**src/rtl/cube_merge_fill.sv**
```systemverilog
// Merges two ternary stimulus cubes position by position and resolves every '-' to a
// concrete bit, repeating the previous resolved bit and reporting per-cube status.
module cube_merge_fill #(
  parameter int   LEN_W     = 8,
  parameter logic FILL_INIT = 1'b0
) (
  input  logic             clk,
  input  logic             rst,
  input  logic             a_valid,
  output logic             a_ready,
  input  logic [1:0]       a_sym,
  input  logic             a_last,
  input  logic             b_valid,
  output logic             b_ready,
  input  logic [1:0]       b_sym,
  input  logic             b_last,
  output logic             o_valid,
  input  logic             o_ready,
  output logic             o_bit,
  output logic             o_last,
  output logic             done,
  output logic             conflict,
  output logic [LEN_W-1:0] len,
  output logic             len_ovf,
  output logic [2:0]       dbg_state
);

  // Handshake: a transfer happens on a rising edge where valid and ready are both 1;
  // valid is held with stable data until accepted. In BOTH each ready also waits for the
  // other stream's valid so the two symbols are always taken as a pair.
  typedef enum logic [2:0] {IDLE, BOTH, ONLY_A, ONLY_B, FLUSH} state_t;

  state_t           state, state_nxt;
  logic             fill;
  logic [LEN_W-1:0] cnt;
  logic             conf_acc, ovf_acc;
  logic             out_free, step, step_last, flush_done;
  logic [1:0]       sa, sb;
  logic             res_bit, res_conf;

  assign dbg_state  = state;
  assign flush_done = (state == FLUSH) && o_valid && o_ready && o_last;

  always_comb begin
    out_free  = !o_valid || o_ready;
    state_nxt = state;
    a_ready   = 1'b0;
    b_ready   = 1'b0;
    step      = 1'b0;
    step_last = 1'b0;
    sa        = 2'b00;
    sb        = 2'b00;
    case (state)
      IDLE: state_nxt = BOTH;
      BOTH: begin
        a_ready = out_free && b_valid;
        b_ready = out_free && a_valid;
        step    = out_free && a_valid && b_valid;
        sa      = a_sym;
        sb      = b_sym;
        if (step) begin
          if (a_last && b_last) begin
            state_nxt = FLUSH;
            step_last = 1'b1;
          end else if (a_last) begin
            state_nxt = ONLY_B;
          end else if (b_last) begin
            state_nxt = ONLY_A;
          end
        end
      end
      ONLY_A: begin
        a_ready = out_free;
        step    = out_free && a_valid;
        sa      = a_sym;
        if (step && a_last) begin
          state_nxt = FLUSH;
          step_last = 1'b1;
        end
      end
      ONLY_B: begin
        b_ready = out_free;
        step    = out_free && b_valid;
        sb      = b_sym;
        if (step && b_last) begin
          state_nxt = FLUSH;
          step_last = 1'b1;
        end
      end
      FLUSH: if (flush_done) state_nxt = BOTH;
      default: state_nxt = IDLE;
    endcase
    if (rst) begin
      a_ready = 1'b0;
      b_ready = 1'b0;
      step    = 1'b0;
    end
  end

  // A finished stream is fed as '-' (sa/sb default 00), so it never overrides the other side.
  always_comb begin
    res_bit  = fill;
    res_conf = 1'b0;
    case ({sa[1], sb[1]})
      2'b11: begin
        res_bit  = sa[0];
        res_conf = (sa[0] != sb[0]);
      end
      2'b10:   res_bit = sa[0];
      2'b01:   res_bit = sb[0];
      default: res_bit = fill;
    endcase
  end

  always_ff @(posedge clk) begin
    if (rst) begin
      state    <= IDLE;
      o_valid  <= 1'b0;
      o_bit    <= 1'b0;
      o_last   <= 1'b0;
      done     <= 1'b0;
      conflict <= 1'b0;
      len      <= '0;
      len_ovf  <= 1'b0;
      fill     <= FILL_INIT;
      cnt      <= '0;
      conf_acc <= 1'b0;
      ovf_acc  <= 1'b0;
    end else begin
      state <= state_nxt;
      done  <= 1'b0;
      if (step) begin
        o_valid  <= 1'b1;
        o_bit    <= res_bit;
        o_last   <= step_last;
        fill     <= res_bit;
        conf_acc <= conf_acc | res_conf;
        if (cnt == {LEN_W{1'b1}}) ovf_acc <= 1'b1;
        else                      cnt     <= cnt + 1'b1;
      end else if (o_ready) begin
        o_valid <= 1'b0;
        o_last  <= 1'b0;
      end
      // Status is latched into the output registers so it stays stable while done is high,
      // even if the next cube already takes its first step in that cycle.
      if (flush_done) begin
        done     <= 1'b1;
        len      <= cnt;
        conflict <= conf_acc;
        len_ovf  <= ovf_acc;
        cnt      <= '0;
        conf_acc <= 1'b0;
        ovf_acc  <= 1'b0;
        fill     <= FILL_INIT;
      end
    end
  end

endmodule

```
**config.mk**
```make
export PLATFORM = sky130hd
export DESIGN_NAME = cube_merge_fill
export DESIGN_NICKNAME = d
export VERILOG_FILES = /design/src/rtl/cube_merge_fill.sv
export SDC_FILE = /design/constraint.sdc
export NUM_CORES = 1
export LEC_CHECK = 0
export CAP_MARGIN = 15
export CORE_MARGIN = 2
export CORE_UTILIZATION = 40
export DETAILED_ROUTE_END_ITERATION = 8
export GPL_TIMING_DRIVEN = 0
export PLACE_DENSITY = 0.76
export SYNTH_ARGS = -nofsm -noshare
export SYNTH_HDL_FRONTEND = slang
export SYNTH_SLANG_ARGS = --single-unit
```
**constraint.sdc**
```tcl
create_clock -name clk -period 1.88 [get_ports clk]
set_input_delay 0.188 -clock clk [delete_from_list [all_inputs] [get_ports clk]]
set_output_delay 0.188 -clock clk [all_outputs]
set_load 0.01 [all_outputs]
```
==> reports/results.tsv <==
metric	value	unit
status	complete, no violations	
port buffer count	29	
Row Count	21	
CTS Sinks	28	
# DRC	0	
share of the synthesized area in the top cell type	39.5	%
clock share of power	24.5	%
vias in the first global route	1289	
ranking of synthesized cells by area	dfxtp_1 40%, mux2i_1 9.2%, nor2_1 4.5%, a21oi_1 3.5%, nand2_1 2.9%	
Pwr Total	1.63	mW
Int Pwr	1.12	mW
Die Ht	63.5	um
max cap viols	0	
Hold Violations, Final	0	
Total Routing Usage GR	17.5	%
DP Worst Slack	-0.171	ns
P_sw	513	uW
Seq cells post-synth	28	
CP Data Arrival Time	2.09	ns
n_diodes	0	
RSZ-0062 raised after global routing	true	
top-count cell post-synth	dfxtp_1	
Leak	0.648	nW
Clk Latency, worst-skew pair	0.33	ns
final WL	3.38	mm
via count	1337	
Worst Tran Pin Value	0.476	ns
Setup Crit Path Kind	register to register	
critical path capture point type	register	
period utilisation layout	96.7	%
Hold/Removal Path Class	register to register	
TritonCTS clock tree	built	
area of the die	4040	um2
Post-synth EDFFs	0	
sequential power share	40.5	%
Final Setup Violations	0	
Mapped Cells	160	
first-pass GRT wire length	5.80	mm
Root Buffer	clkbuf_4	
fin worst setup slack	0.0628	ns
clock transition at the registers of the reported paths	0.15	ns
io pins	30	
Nets	209	
post-layout min period	1.82	ns
total grt overflow	0	
Worst Skew	0.00270	ns
sequential area share after synthesis	39.5	%
Num CTS Buffers	3	
Mapped Avg Cell Area	8.86	um2
Logic pwr share	35.0	%
Initial DRT Pass Iterations	4	
Syn Nets	172	
gpl congestion	0.864	
Max FO, Critical Path	10	
largest net degree at the start of global routing	17	
core area	3360	um2
achievable frequency	0.550	GHz
die width	63.5	um
Pwr Density	871	nW/um2
antenna violations before repair	0	
Top FF cell, synth	dfxtp_1	
DRT iter0 DRCs	86	
placed wire-length estimate	2.48	mm
Req. time, crit path	2.16	ns
area growth from synthesis to layout	32.1	%
Sw Ratio	31.5	%
synth warn	0	
layout cell share with drive strength beyond 1	15.3	%
vias per cell	5.52	
VDD IR max	0.459	mV
antenna viol nets, final	0	
H-tree level count	1	
Initial Utilization	42.2	%
cell area after placement	1770	um2
Worst setup SP type	register	
Synth top cells by count	28 x dfxtp_1, 17 x nor2_1, 13 x mux2i_1, 11 x nand2_1, 10 x a21oi_1	
pins over their slew limit	0	
worst relative slew slack	68.3	%
share of async-settable or async-resettable flops after synthesis	0	%
clk buf depth	2	
Synth area leader	dfxtp_1	
Design Area, Final	1870	um2
Yosys cell types	43	
Synth Cell Area	1420	um2
Routed WL per cell	14.0	um
[registers in the layout, indices dropped and copies added, names as in the netlist]
| name | count |
|---|---|
| conf_acc | 1 |
| len | 8 |
| o_valid | 1 |
| done | 1 |
| dbg_state | 3 |
| len_ovf | 1 |
| conflict | 1 |
| ovf_acc | 1 |
| o_last | 1 |
| o_bit | 1 |
| fill | 1 |
| cnt | 8 |
[cell type report]
type,instances,area (um2)
fill,322,1490
clock inverter,1,30.0
inverter,4,15.0
sequential,28,563
timing repair buffer,33,314
clock buffer,3,22.5
tap,46,57.6
buffer,9,65.1
multi-input combinational,118,806
[metal layers]
metal	track usage (%)	routed length (um)	up-vias
met5	0	0	-
met4	4.08	40	0
met3	3.04	240	4
met2	28.8	1650	53
met1	23.8	1450	626
li1	-	-	654
[power by group through the flow]
stage               registers [mW]  clock network (mW)  logic (mW)
finish                       0.661               0.400       0.570
global route                 0.665               0.430       0.617
CTS                          0.660               0.408       0.499
detailed placement           0.671                   0       0.494
global placement             0.666                   0       0.479
floorplan                    0.676                   0       0.317
[metrics by stage]
stage                     utilization, %  hold slack [ns]  TNS (ns)  std cells
after detailed placement            52.5            0.467     -1.58        235
after CTS                           54.2            0.501         0        239
after global placement              52.5            0.449    -0.862        235
final                               55.7            0.497         0        242
after floorplan                        -            0.381         0        160
after global routing                55.7            0.533   -0.0242        242
[path summary, 6_finish.rpt]
path	start	end	slack, ns	cells after the start
min reg2reg	o_last	o_last	0.50	2
min	o_last	o_last	0.50	2
max	dbg_state[0]	cnt[4]	0.06	7
max reg2reg	dbg_state[0]	cnt[4]	0.06	7
[kinds of logic after synthesis]
family	count (synthesis)	share of synthesized area (%)
muxes	13	9.18
xor gates and xnor gates	1	0.618
adders and majority gates	1	0.882
buffers and inverters	14	5.47
and+or+nand+nor	67	27.3
AOI/OAI and AO/OA	36	17.0
DFF	28	39.5
[what timing repair did]
| item | CTS | global route |
|---|---|---|
| hold buffers | 0 | 0 |
| gates resized for setup | 6 | 8 |
| setup endpoints to repair | 6 | 18 |
| setup buffers | 0 | 4 |
| endpoints found under the hold margin | 0 | 0 |
| pin swaps | 0 | 1 |
[layout by cell type, fill, tap and decap left out, drive strengths merged, types with 2 or more instances in the layout]
cell type	synthesis	routed
and4	2	2
nand2b	4	4
o31ai	2	2
o21a	2	2
and3	4	4
and2	2	2
inv	4	4
dfxtp	28	28
clkdlybuf4s50	0	27
nor2	17	17
clkbuf	4	8
nand3	8	8
o41ai	2	2
a21oi	10	10
nand2	11	11
or4	3	3
a31o	3	3
mux2i	13	13
buf	6	9
a211o	2	2
or3	3	3
o21ai	9	9
nor3	4	4
nor4	2	2
[critical path, cell delays in order (launching register included)]
cell,delay (ns)
dfxtp_2,0.36
buf_6,0.13
nand2b_4,0.16
nor4b_4,0.23
o21ai_2,0.09
buf_6,0.14
or4_1,0.50
a21oi_1,0.15
No activity file was read; power rests on OpenSTA's default activity.
